==> config.mk <==
export PLATFORM = sky130hd
export DESIGN_NAME = pipe_add_sub
export DESIGN_NICKNAME = d
export VERILOG_FILES = /design/src/rtl/add_sub_pkg.sv /design/src/rtl/pipe_add_sub_slice.sv /design/src/rtl/pipe_add_sub.sv
export SDC_FILE = /design/constraint.sdc
export NUM_CORES = 1
export LEC_CHECK = 0
export ABC_AREA = 1
export CAP_MARGIN = 20
export CORE_AREA = 8 8 146 134
export DETAILED_ROUTE_END_ITERATION = 8
export DIE_AREA = 0 0 154 142
export PLACE_DENSITY = 0.7
export SLEW_MARGIN = 20
export SYNTH_ARGS = -nofsm -noshare
export SYNTH_HDL_FRONTEND = slang
export SYNTH_SLANG_ARGS = --single-unit
==> constraint.sdc <==
create_clock -name wb_clk_i -period 10.9 [get_ports wb_clk_i]
set_clock_uncertainty 0.1 [all_clocks]
set_input_delay 2.18 -clock wb_clk_i [delete_from_list [all_inputs] [get_ports wb_clk_i]]
set_output_delay 2.18 -clock wb_clk_i [all_outputs]
set_load 0.02 [all_outputs]
==> src/rtl/add_sub_pkg.sv <==
// Shared constants for the pipelined adder/subtractor: mode encodings and default geometry.
// No logic, so no latency.
// No handshake, so no backpressure.
package add_sub_pkg;

    typedef enum logic [1:0] {
        ADD_MODE_ADD = 2'b00,
        ADD_MODE_SUB = 2'b01,
        ADD_MODE_ADC = 2'b10,
        ADD_MODE_SBB = 2'b11
    } add_mode_e;

    localparam int DEFAULT_WIDTH = 32;
    localparam int DEFAULT_CHUNK = 8;

endpackage

==> src/rtl/pipe_add_sub_slice.sv <==
// One CHUNK-bit ripple-carry slice built from per-bit sum/carry equations.
// Latency: purely combinational.
// Backpressure: none; the enclosing pipeline owns all flow control.
module pipe_add_sub_slice #(
    parameter int CHUNK = 8
) (
    input  logic [CHUNK-1:0] a,
    input  logic [CHUNK-1:0] b,
    input  logic             cin,
    output logic [CHUNK-1:0] sum,
    output logic             cout
);

    logic [CHUNK:0] carry;

    always_comb begin
        carry    = '0;
        sum      = '0;
        carry[0] = cin;
        for (int i = 0; i < CHUNK; i++) begin
            sum[i]       = a[i] ^ b[i] ^ carry[i];
            carry[i+1]   = (a[i] & b[i]) | (carry[i] & (a[i] ^ b[i]));
        end
    end

    assign cout = carry[CHUNK];

endmodule

==> src/rtl/pipe_add_sub.sv <==
// Pipelined WIDTH-bit ADD/SUB/ADC/SBB, one CHUNK-bit slice per register stage, with co/ovf/zero flags.
// Latency: STAGES = WIDTH/CHUNK cycles from accept to out_valid; one beat per cycle sustained.
// Backpressure: whole pipe freezes while out_valid && !out_ready; in_ready is combinational from out_ready.
module pipe_add_sub
    import add_sub_pkg::*;
#(
    parameter int WIDTH = DEFAULT_WIDTH,
    parameter int CHUNK = DEFAULT_CHUNK
) (
    input  logic             wb_clk_i,
    input  logic             wb_rst_i,
    input  logic             in_valid,
    output logic             in_ready,
    input  logic [WIDTH-1:0] in_a,
    input  logic [WIDTH-1:0] in_b,
    input  logic [1:0]       in_mode,
    input  logic             in_cin,
    output logic             out_valid,
    input  logic             out_ready,
    output logic [WIDTH-1:0] out_sum,
    output logic             out_co,
    output logic             out_ovf,
    output logic             out_zero
);

    localparam int STAGES = WIDTH / CHUNK;

    if ((CHUNK < 1) || (STAGES < 1) || ((WIDTH % CHUNK) != 0)) begin : g_bad_cfg
        $fatal(1, "pipe_add_sub: WIDTH must be a positive multiple of CHUNK");
    end

    logic              advance;
    logic              accept;
    logic [STAGES-1:0] stg_vld;
    logic [WIDTH-1:0]  b_eff;
    logic              c0;
    logic [WIDTH-1:0]  fin_sum;
    logic              fin_co;
    logic              fin_a_msb;
    logic              fin_b_msb;

    // in_ready depends combinationally on out_ready: integrators must not close a loop through it.
    assign advance  = !out_valid || out_ready;
    assign in_ready = advance && !wb_rst_i;
    assign accept   = in_valid && in_ready;

    always_comb begin
        b_eff = in_b;
        c0    = 1'b0;
        case (add_mode_e'(in_mode))
            ADD_MODE_ADD: ;
            ADD_MODE_SUB: begin
                b_eff = ~in_b;
                c0    = 1'b1;
            end
            ADD_MODE_ADC: c0 = in_cin;
            ADD_MODE_SBB: begin
                b_eff = ~in_b;
                c0    = in_cin;
            end
            default: ;
        endcase
    end

    // Stage k consumes the low CHUNK bits of what is still pending and passes the rest upward.
    for (genvar k = 0; k < STAGES; k++) begin : g_stage
        localparam int HI = WIDTH - k * CHUNK;

        logic [HI-1:0]          a_cur;
        logic [HI-1:0]          b_cur;
        logic                   c_cur;
        logic [CHUNK-1:0]       sl_sum;
        logic                   sl_co;
        logic [(k+1)*CHUNK-1:0] s_done;

        if (k == 0) begin : g_src
            assign a_cur  = in_a;
            assign b_cur  = b_eff;
            assign c_cur  = c0;
            assign s_done = sl_sum;
        end else begin : g_src
            assign a_cur  = g_stage[k-1].g_reg.a_hi_r;
            assign b_cur  = g_stage[k-1].g_reg.b_hi_r;
            assign c_cur  = g_stage[k-1].g_reg.c_r;
            assign s_done = {sl_sum, g_stage[k-1].g_reg.s_lo_r};
        end

        pipe_add_sub_slice #(
            .CHUNK(CHUNK)
        ) u_slice (
            .a   (a_cur[CHUNK-1:0]),
            .b   (b_cur[CHUNK-1:0]),
            .cin (c_cur),
            .sum (sl_sum),
            .cout(sl_co)
        );

        if (k < STAGES - 1) begin : g_reg
            logic [HI-CHUNK-1:0]    a_hi_r;
            logic [HI-CHUNK-1:0]    b_hi_r;
            logic [(k+1)*CHUNK-1:0] s_lo_r;
            logic                   c_r;

            always_ff @(posedge wb_clk_i) begin
                if (wb_rst_i) begin
                    a_hi_r <= '0;
                    b_hi_r <= '0;
                    s_lo_r <= '0;
                    c_r    <= 1'b0;
                end else if (advance) begin
                    a_hi_r <= a_cur[HI-1:CHUNK];
                    b_hi_r <= b_cur[HI-1:CHUNK];
                    s_lo_r <= s_done;
                    c_r    <= sl_co;
                end
            end
        end else begin : g_fin
            assign fin_sum   = s_done;
            assign fin_co    = sl_co;
            assign fin_a_msb = a_cur[HI-1];
            assign fin_b_msb = b_cur[HI-1];
        end
    end

    always_ff @(posedge wb_clk_i) begin
        if (wb_rst_i) begin
            stg_vld  <= '0;
            out_sum  <= '0;
            out_co   <= 1'b0;
            out_ovf  <= 1'b0;
            out_zero <= 1'b0;
        end else if (advance) begin
            stg_vld[0] <= accept;
            for (int i = 1; i < STAGES; i++) begin
                stg_vld[i] <= stg_vld[i-1];
            end
            out_sum  <= fin_sum;
            out_co   <= fin_co;
            out_ovf  <= (fin_a_msb == fin_b_msb) && (fin_sum[WIDTH-1] != fin_a_msb);
            out_zero <= (fin_sum == '0);
        end
    end

    assign out_valid = stg_vld[STAGES-1];

endmodule

==> impl_summary.md, run 1 <==
Worst setup path
Counting cells, the worst reg-to-reg path comes to 15. The worst-path cell with the longest stage delay is sky130_fd_sc_hd__inv_4. The terminus of the critical flop-to-flop path is out_ovf$_SDFFE_PP0N_. The endpoint required time on the critical path is 8620 ps.

The kind of critical path is input pin to primary output. The maximum fanout along the worst path is 121. The cell family contributing the most delay on the critical path is buffers and inverters.

For this run, the slowest stage of the critical path takes 750 ps. The worst setup path is captured at a primary output. For the worst setup path, the data arrival time is 4440 ps.

The worst-case register-to-register setup slack is 6670 ps. STA classifies the critical path startpoint as an input pin. The beginning of the worst register-to-register path is g_stage[2].g_reg.a_hi_r[0]$_SDFFE_PP0N_. The most numerous cell type found on the critical path is sky130_fd_sc_hd__clkdlybuf4s50_1. The number of buffer and inverter instances along the worst setup path is 4. The critical path goes through clkdlybuf4s50_1 -> inv_2 -> nand2_8 -> inv_4 -> nor2_1 -> clkdlybuf4s50_1.

Global route
The overflow left after global routing is 0. The initial antenna violation count was 0. The first global-routing pass estimated 27.0 mm of wire. Global routing used 15.1% of the available tracks across all layers.

The pin count of the biggest net entering global routing is 122. The number of global-route vias before repair is 5390.

Placed design
Detailed placement ended at an HPWL of 10.4 mm. The routability congestion estimate from global placement is 0.720. Buffers placed on the I/O ports in this run total 107. Once placement completed, the tool counted placed cells totaling 1143. Before CTS, the worst setup slack after placement is 4130 ps.

Power and ir drop
The static leakage is 0.00353 uW. The clock network is responsible for 40.0% of the overall power. The overall power consumption is 1600 uW. The internal power of the cells totals 1220 uW. Summed over all nets, the switching power comes to 380 uW.

For this design the ratio of total power to cell area is 175 nW/um^2. The peak ir drop on the vdd network is 0.000119 V. The combinational share of power is 12.4%. In this run switching power makes up 23.8% of total power. The sequential group share of total power is 47.6%.

Timing
The final total negative setup slack is 0 ps. Setup repair after global routing left no endpoint under its margin. The total setup violations reported at the end of the flow is 0. The post-route fraction of the period consumed by the critical path is 61.7%. The slew at the pin closest to its max-slew limit is 928 ps. The post-layout worst setup margin is 4180 ps. The shortest clock period the worst path allows after layout is 6720 ps. The final-report max-slew violation count came to 0. Headroom to the max-slew limit came out at 38.2%. The total count of hold-check failures in the final report is 0. Static timing analysis puts the maximum clock frequency at 149 MHz.

Hold path
The path type of the worst min-delay path is flop to flop. The worst-case hold path end point is stg_vld[0]$_SDFFE_PP0N_. Along the worst hold path, the cell count comes to 2.

The worst hold path startpoint is stg_vld[0]$_SDFFE_PP0N_.

Clocking
For this design, the sink count on the clock tree is 186. Buffers added to address setup during post-CTS repair amount to 0. After clock tree synthesis, the clock-pin slew on the worst setup and hold paths is 60 ps. The clock insertion delay at the later pin of the skew report is 430 ps. The buffer levels on the longest clock path is 2.

The maximum level of the CTS H-tree is 4. The clock tree from TritonCTS is yes. In this run, post-CTS hold repair placed 0 buffers. The root cell of the clock tree is sky130_fd_sc_hd__clkbuf_16. Buffers inserted during clock tree synthesis total 17. Once the clock tree was built, the resizer swapped 0 gates to a different size.

Detailed routing
For this block, the via count after detailed routing is 5653. For this block, the routed nets add up to 16.0 mm of wire. The DRC violation count after routing is 0. The routed wire length per instance is 13.7 um. The via count normalized by instance count is 4.82. The first detailed-routing pass took 4 iterations. The number of design-rule violations left by the first detailed-router iteration is 470.

In this run the remaining antenna-violating nets after routing total 0.

Synth
When the netlist entered floorplanning its net count stood at 985. Counting distinct cell types in the post-synthesis netlist gives 22. Counting flops with an async set or reset pin after synthesis yields a share of 0%.

The share of the Yosys chip area taken by registers is 49.4%. The post-synthesis cell area is 7540 sq um. During synthesis, Yosys emitted a total of 0 warnings. Counting flops with a built-in enable in the synthesized netlist gives 0. A synthesized cell averages 8.56 sq um. Synthesis handed over a netlist of 881 instances. The flip-flop and latch count after synthesis is 186.

The most used flip-flop cell after synthesis is sky130_fd_sc_hd__dfxtp_1.

Layout
The number of antenna diodes in the final layout is 0. The library cell used most frequently in the layout, excluding fill and tap cells, is sky130_fd_sc_hd__nor2_1. The number of nets in the layout is 1050. The share of cells above drive strength 1 is 4.08%. The library cells used most frequently in the layout, excluding fill and tap cells, are sky130_fd_sc_hd__nor2_1 (254), sky130_fd_sc_hd__dfxtp_1 (186), sky130_fd_sc_hd__o21ai_0 (158).

The number of standard cells in the final layout excluding fillers is 1172. The area growth from synthesis to layout is 20.8%.

Die
The area of the die is 21900 sq um. The floorplan has 46 rows. 108 I/O pins were placed. The overall die width is 154 um. The height of the die is 142 um.

The total area inside the core boundary comes to 17200 sq um. For this configuration, the core starts out at a cell density of 43.8%.

Run
The tool flagged a number of max-cap violations equal to 0.

Run status
The run finished with clean final reports.
[routing by layer]
layer	GRT usage [%]	wire, um	up-vias
met5	0	0	-
met2	19.9	6340	114
li1	-	-	2960
met4	6.34	233	0
met3	3.52	641	15
met1	22.8	8800	2564
[flip-flops by register name, indices dropped and copies added (netlist names)]
name,cells
g_stage.g_reg.b_hi_r,48
g_stage.g_reg.a_hi_r,48
out_zero,1
out_ovf,1
out_co,1
out_sum,32
stg_vld,4
g_stage.g_reg.c_r,3
g_stage.g_reg.s_lo_r,48
[synth_stat cells (4+ instances only)]
cell | n | area [sq um]
sky130_fd_sc_hd__nor2_1 | 254 | 953
sky130_fd_sc_hd__inv_1 | 41 | 154
sky130_fd_sc_hd__o21ai_1 | 27 | 135
sky130_fd_sc_hd__buf_4 | 10 | 75.1
sky130_fd_sc_hd__fa_1 | 32 | 641
sky130_fd_sc_hd__xnor2_1 | 30 | 263
sky130_fd_sc_hd__dfxtp_1 | 186 | 3720
sky130_fd_sc_hd__nand2_1 | 7 | 26.3
sky130_fd_sc_hd__o21ai_0 | 158 | 791
sky130_fd_sc_hd__nand3_1 | 4 | 20.0
sky130_fd_sc_hd__buf_6 | 12 | 135
sky130_fd_sc_hd__a21oi_1 | 66 | 330
sky130_fd_sc_hd__clkbuf_1 | 9 | 33.8
sky130_fd_sc_hd__buf_2 | 30 | 150
[metrics by stage]
stage               utilization (%)  instance area, sq um  hold slack [ps]
CTS                            52.9                  9110              368
global placement               49.4                  8500              357
finish                         52.9                  9110              366
detailed placement             49.4                  8500              359
floorplan                         -                  7540              329
global route                   52.9                  9110              392
[power groups by stage]
stage	registers, uW	clock network [uW]	logic, uW
final	761	639	198
after global routing	768	677	225
after CTS	761	651	200
after detailed placement	775	0	198
after global placement	775	0	197
after floorplan	778	0	118
[worst register-to-register path: stages (launching register included)]
cell and delay (ps):
sky130_fd_sc_hd__dfxtp_1 330, sky130_fd_sc_hd__fa_1 440, sky130_fd_sc_hd__fa_1 390, sky130_fd_sc_hd__fa_1 420
sky130_fd_sc_hd__fa_1 380, sky130_fd_sc_hd__inv_1 80, sky130_fd_sc_hd__fa_1 150, sky130_fd_sc_hd__inv_1 50
sky130_fd_sc_hd__fa_1 370, sky130_fd_sc_hd__fa_1 380, sky130_fd_sc_hd__inv_1 90, sky130_fd_sc_hd__fa_1 440
sky130_fd_sc_hd__inv_1 140, sky130_fd_sc_hd__a21oi_1 70, sky130_fd_sc_hd__o21ai_0 140, sky130_fd_sc_hd__a21oi_1 110
[cells by family (layout without fill, tap and decap cells)]
| kind of cell | Yosys count | count (layout) | share of synthesized area, % |
|---|---|---|---|
| DFF | 186 | 186 | 49.4 |
| xor gates and xnor gates | 32 | 32 | 3.72 |
| buffers and inverters | 108 | 183 | 7.62 |
| and+or+nand+nor | 267 | 267 | 13.5 |
| muxes | 1 | 1 | 0.133 |
| adders and majority gates | 33 | 33 | 8.66 |
| AOI/OAI and AO/OA | 254 | 254 | 17.0 |
[how the worst max path moves through the flow]
stage	from	end	slack [ps]	cells past startpoint
floorplan	in_mode[0]	g_stage[0].g_reg.s_lo_r[7]$_SDFFE_PP0N_	4930	16
global placement	out_ready	in_ready	4130	6
detailed placement	out_ready	in_ready	4130	6
CTS	out_ready	in_ready	4140	6
global route	out_ready	in_ready	3950	6
finish	out_ready	in_ready	4180	6
[cell type report]
type                            count  area, sq um
Timing Repair Buffer              110         1090
Tap cell                          216          270
Multi-Input combinational cell    587         3250
Fill cell                        1640         8100
Inverter                           44          170
Clock inverter                      8          145
Sequential cell                   186         3720
Clock buffer                       21          460
Power figures use the tool's default switching activity.
==> run 2, diff against run 1 <==
Clock period 10.9 ns to 6.59 ns, I/O delays scaled along.
==> impl_summary.md, run 2 (same netlist as run 1, synthesis figures left out) <==
Run status
The flow ran to the end, and the final reports show no timing, DRC or antenna violations.

Timing
For the final routed database, the setup TNS stands at 0 ps. Setup repair after global routing left no endpoint under its margin. At the pin with the least slew margin, the transition time is 962 ps. Derived from the worst setup path, the maximum achievable clock frequency is 200 MHz. The shortest clock period the worst path allows after layout is 4990 ps. The total count of hold-check failures in the final report is 0. Measured against its own limit, the worst slew margin works out to 35.9%. The final-report max-slew violation count was 0.

The worst path uses 75.8% of the clock period. The total setup violations reported at the end of the flow is 0. The post-layout worst setup margin is 1600 ps.

Layout
The number of nets in the layout is 1051. The largest registers in the layout are g_stage.g_reg.a_hi_r: 48 flops, g_stage.g_reg.b_hi_r: 48 flops, g_stage.g_reg.s_lo_r: 48 flops. The area of all placed cells without fillers is 9190 sq um.

The most common cell after layout, fill and taps aside is sky130_fd_sc_hd__nor2_1. The number of antenna diodes in the final layout is 0. The fraction of the core area covered by cells at the end of the flow is 53.4%. The area growth from synthesis to layout is 21.8%. The share of cells above drive strength 1 is 4.59%. In the layout the commonest cells are sky130_fd_sc_hd__nor2_1 (254), sky130_fd_sc_hd__dfxtp_1 (186), sky130_fd_sc_hd__o21ai_0 (158).

Global route
The overflow left after global routing is 0. The pin count of the biggest net entering global routing is 135. Across every metal layer, demand over resource in global routing totals 15.5%.

The global-route wire length before repair is 27.8 mm. The initial antenna violation count is 0. The number of global-route vias before repair is 5529.

Worst setup path
The data arrival at the endpoint of the critical path is 3580 ps. The worst-path cell with the longest stage delay is sky130_fd_sc_hd__clkdlybuf4s50_1. By startpoint and endpoint, the worst setup path is classified as input pin to primary output. The startpoint type of the worst setup path is an input pin.

The signal on the critical path passes through clkdlybuf4s50_1 -> inv_2 -> nand2_8 -> inv_4 -> nor2_1 -> clkdlybuf4s50_1. STA classifies the critical path endpoint as a primary output. On the worst path, the slowest cell contributes a delay of 620 ps. For the worst setup path, the data required time is 5170 ps. Counting stages on the worst path, the most repeated cell is sky130_fd_sc_hd__clkdlybuf4s50_1. The maximum fanout along the worst path is 134.

Hold path
The path type of the worst min-delay path is flop to flop.

Power and ir drop
The power dissipated by switching net loads is 639 uW. Cell internal power was estimated by the tool at 2100 uW. The switching share of total power is 23.4%. The static leakage is 0.00357 uW. The clock group share of total power is 42.0%.

The combinational share of power is 12.0%. Summing internal, switching and leakage power gives 2740 uW. The peak ir drop on the vdd network is 0.000192 V.

The sequential group share of total power is 46.0%. The cell area power density is 298 nW/um^2.

Placed design
During placement, the flow inserted port buffers numbering 107. Routability-driven placement finished with a final weighted congestion of 0.739. The worst slack at placement is 1180 ps. The placed instances occupy a cell area of 8510 sq um. The post-detailed-placement half-perimeter wirelength is 10.4 mm.

Run
Across the run, the number of max-cap violations was 0.

Detailed routing
The number of iterations in the first detailed-routing pass is 5. The detailed-route wire length is 16.3 mm. The detailed router used layers up to and including met4.

Detailed routing placed a total of 6.49 mm of wire on met2. The via count normalized by instance count is 4.91. The routed wire length per instance is 13.9 um. The final route contains 5769 vias. The wire length on met3 is 805 um.

The DRC violation count after routing is 0. The number of nets with antenna violations after routing is 0. The number of design-rule violations left by the first detailed-router iteration is 439.

For this block, wires on met1 add up to 8.84 mm.

Clocking
The H-tree generated during clock tree synthesis spans 4 levels. The clock insertion delay at the later pin of the skew report is 430 ps. The clock transition at the registers of the reported paths is 70 ps. Post-CTS timing repair inserted 0 buffers for setup.

The number of cells upsized or downsized after cts is 0. The longest clock path from root to sink contains 2 buffers. The number of clock sinks seen by CTS is 186. The clock tree from TritonCTS is yes. The root cell of the clock tree is sky130_fd_sc_hd__clkbuf_16.

The number of CTS-inserted buffers is 17. The count of hold buffers inserted by post-cts repair is 0.

Die
The overall die width is 154 um. The floorplan has 46 rows. The starting density of the core is 43.8%. The die covers 21900 sq um.

For this design the top-level I/O count stands at 108. The core box area is 17200 sq um. The height of the die is 142 um.
==> run 2: cell count changes in the layout (fill, tap and decap cells not counted), sizes merged <==
cell / before / now
bufinv: 4 / 6
clkinvlp: 2 / 1
buf: 4 / 5
clkbuf: 21 / 19
clkinv: 2 / 5
==> run 2: final cells by class <==
class	count	area [sq um]
Tap cell	216	270
Sequential cell	186	3720
Multi-Input combinational cell	587	3250
Timing Repair Buffer	111	1100
Inverter	44	170
Clock buffer	19	453
Clock inverter	12	220
Fill cell	1592	8020
==> run 2: worst paths after layout <==
path                             end                                     from  slack [ps]  cells after the start
max reg2reg     out_ovf$_SDFFE_PP0N_  g_stage[2].g_reg.a_hi_r[0]$_SDFFE_PP0N_        2390                     15
min reg2reg  stg_vld[3]$_SDFFE_PP0N_                  stg_vld[2]$_SDFFE_PP0N_         370                      2
max                         in_ready                                out_ready        1600                      6
min          stg_vld[3]$_SDFFE_PP0N_                  stg_vld[2]$_SDFFE_PP0N_         370                      2
==> run 2: worst max-delay path, delay by kind of cell <==
kind                   cells  cell delay [ps]
and+or+nand+nor            2              660
buffers and inverters      4             1550
==> run 2: metrics by stage <==
step                hold WS [ps]  cells
floorplan                    329    881
global placement             347   1144
detailed placement           353   1144
CTS                          372   1175
global route                 402   1175
finish                       367   1175
==> run 2: power groups by stage <==
stage               Sequential [uW]  Clock [uW]  Combinational, uW
floorplan                      1290           0                195
global placement               1280           0                325
detailed placement             1280           0                329
CTS                            1260        1170                333
global route                   1270        1220                374
finish                         1260        1150                328
==> run 2: per-layer routing <==
layer | vias up | GRT usage [%]
met1 | 2661 | 23.5
met5 | - | 0
met3 | 14 | 4.16
li1 | 2966 | -
met2 | 128 | 20.4
met4 | 0 | 5.10
==> run 3, diff against run 2 <==
Settings changed: PLACE_DENSITY 0.7 to 0.73.
Clock period 6.59 ns to 4.3 ns, I/O delays scaled along.
==> impl_summary.md, run 3 (same netlist as run 1, synthesis figures left out) <==
Timing
The post-route fraction of the period consumed by the critical path is 97.9%. The post-layout worst setup margin is 92.4 ps. Headroom to the max-slew limit came out at 42.2%. The final-report max-slew violation count is 0. The highest attainable clock frequency is 238 MHz. For the pin with the worst max-slew slack, the measured transition is 866 ps.

The total count of hold-check failures in the final report was 0. The shortest clock period the worst path allows after layout is 4210 ps. Setup violations remaining at the end of the flow were counted as 0. The worst hold slack after final layout is 368 ps.

Layout
The footprint of the flip-flops and latches is 3720 sq um. In the layout the commonest cells are sky130_fd_sc_hd__nor2_1 (254), sky130_fd_sc_hd__dfxtp_1 (186), sky130_fd_sc_hd__o21ai_0 (158). The final antenna diode count is 0. The area occupied by multi-input gates is 3280 sq um. The share of cells above drive strength 1 is 6.04%. Leaving out fill and tap cells, the most frequent cell in the layout is sky130_fd_sc_hd__nor2_1. Counting the fill cells in the layout gives 1580.

The final layout contains 1054 nets. Compared with the post-synthesis result, the final layout area differs by 22.0%. The largest registers in the layout are g_stage.g_reg.a_hi_r: 48 flops, g_stage.g_reg.b_hi_r: 48 flops, g_stage.g_reg.s_lo_r: 48 flops.

Worst setup path
The number of buffer and inverter instances along the worst setup path is 4. STA classifies the critical path endpoint as a flop. The family with the most delay on the worst path is adder cells.

The startpoint type of the worst setup path is an input pin. Of all nets on the critical path, the largest fanout is 1. Among the stages of the critical path, the cell type that occurs most often is sky130_fd_sc_hd__fa_2. Traced cell by cell, the critical path runs through dlymetal6s2s_1 -> mux2i_2 -> fa_2 -> inv_2 -> fa_2 -> inv_2 -> fa_2 -> fa_2 -> fa_2 -> fa_2 -> fa_2 -> inv_2 -> fa_1 -> nor2_1 -> nor2_1. Across all register-to-register paths, the minimum setup slack is 270 ps. The worst-path cell with the longest stage delay is sky130_fd_sc_hd__fa_2. STA puts the critical path data required time at 4510 ps. The kind of critical path is input pin to flop. The data arrival at the endpoint of the critical path is 4420 ps.

The largest stage delay on the critical path is 410 ps.

Global route
Entering global routing, the biggest net connects 103 pins. The initial antenna violation count is 0. Global routing finished with a remaining overflow of 0. The overall routing resource usage is 15.1%. The first global-routing pass estimated 26.8 mm of wire.

The number of global-route vias before repair is 5379.

Die
The floorplan step defined a die boundary enclosing 21900 sq um. During I/O placement, the number of pins put on the boundary was 108. The core box area is 17200 sq um. The placement row count is 46. The starting density of the core is 43.8%. The overall die width is 154 um. In this run the vertical extent of the chip is 142 um.

Power and ir drop
The cell area power density is 442 nW/um^2. The sequential group share of total power is 47.5%. The internal power contribution is 3110 uW.

VDD sags by at most 0.000306 V. The static leakage is 0.00360 uW. Combinational logic is responsible for 12.5% of the overall power. In this run switching power makes up 23.5% of total power. The clock group share of total power is 40.0%.

Summed over all nets, the switching power comes to 956 uW.

Clocking
The cell sitting at the root of the clock tree is a sky130_fd_sc_hd__clkbuf_16. TritonCTS built the clock tree. The clock reaches the later pin of the worst-skew pair after 420 ps. The clock transition at the registers of the reported paths is 60 ps. TritonCTS created 17 clock buffers. The number of clock sinks seen by CTS is 186.

The maximum level of the CTS H-tree is 4. The buffer levels on the longest clock path is 2.

Detailed routing
The total via count in the routed design is 5737. The number of iterations in the first detailed-routing pass is 6. The detailed-route wire length is 16.4 mm.

The via count normalized by instance count is 4.88. The number of design-rule violations left by the first detailed-router iteration is 441. After detailed routing, the number of remaining DRC violations is 0. The number of nets with antenna violations after routing is 0.

The routed wire length per instance is 13.9 um.

Placed design
After legalization and detailed placement, the total HPWL measured 10.7 mm. The routability congestion estimate from global placement is 0.793. Prior to clock tree synthesis, the placed netlist has a worst setup slack of -497 ps. During placement, the flow inserted port buffers numbering 107.

Hold path
The path type of the worst min-delay path is flop to flop.

Run
The total of max-cap violations is 0.

Run status
The run finished with clean final reports.
==> run 3: changes by cell type in the layout (fill, tap and decap cells not counted), moves of 3 or more <==
cell and change:
sky130_fd_sc_hd__buf_4 +3, sky130_fd_sc_hd__fa_1 -7, sky130_fd_sc_hd__clkdlybuf4s50_1 -4, sky130_fd_sc_hd__inv_2 +5
sky130_fd_sc_hd__fa_2 +7, sky130_fd_sc_hd__inv_1 -5, sky130_fd_sc_hd__dlymetal6s2s_1 +4
==> run 3: layout make-up <==
class / count / area share (%)
multi-input combinational: 587 / 35.6
clock inverter: 8 / 1.56
timing repair buffer: 114 / 12.4
inverter: 44 / 1.85
tap: 216 / 2.94
sequential: 186 / 40.5
clock buffer: 21 / 5.11
==> run 3: path summary, 6_finish.rpt <==
path                                                               from                                       to  cells past startpoint
worst min register to register                  stg_vld[2]$_SDFFE_PP0N_                  stg_vld[3]$_SDFFE_PP0N_                      2
worst max-delay path                                         in_mode[1]  g_stage[0].g_reg.s_lo_r[7]$_SDFFE_PP0N_                     15
worst max register to register  g_stage[2].g_reg.a_hi_r[0]$_SDFFE_PP0N_                    out_zero$_SDFFE_PP0N_                     17
worst min-delay path                            stg_vld[2]$_SDFFE_PP0N_                  stg_vld[3]$_SDFFE_PP0N_                      2
==> run 3: power by group through the flow <==
stage	registers (uW)	clock network [uW]	logic [uW]
6_report	1930	1630	508
5_1_grt	1950	1730	578
4_1_cts	1930	1660	507
3_5_place_dp	1970	0	501
3_3_place_gp	1970	0	494
2_1_floorplan	1970	0	301
==> run 3: repair_timing <==
item	CTS	global route
setup endpoints to repair	1	2
resized for setup	1	16
buffers inserted	0	0
pin swaps	0	10
hold buffers	0	0
==> run 3: layer usage <==
metal | global-route usage [%] | part of all wire, %
met5 | 0 | 0
met4 | 5.67 | 1.5
met3 | 3.43 | 3.8
met2 | 20.8 | 41
met1 | 22.4 | 54
==> run 3: tightest hold or removal path, delay by kind of cell, from the launching register on <==
family	cells	cell delay [ps]
simple gates	2	120
flops	1	330
==> run 3: metrics by stage <==
stage               util, %  total power (uW)  std cells  TNS (ps)  instance area [sq um]
floorplan                 -              2270        881      -194                   7550
global placement       49.7              2460       1147      -567                   8550
detailed placement     49.7              2470       1147      -754                   8550
CTS                    53.3              4100       1176         0                   9170
global route           53.5              4250       1176    -0.610                   9200
finish                 53.5              4070       1176         0                   9200
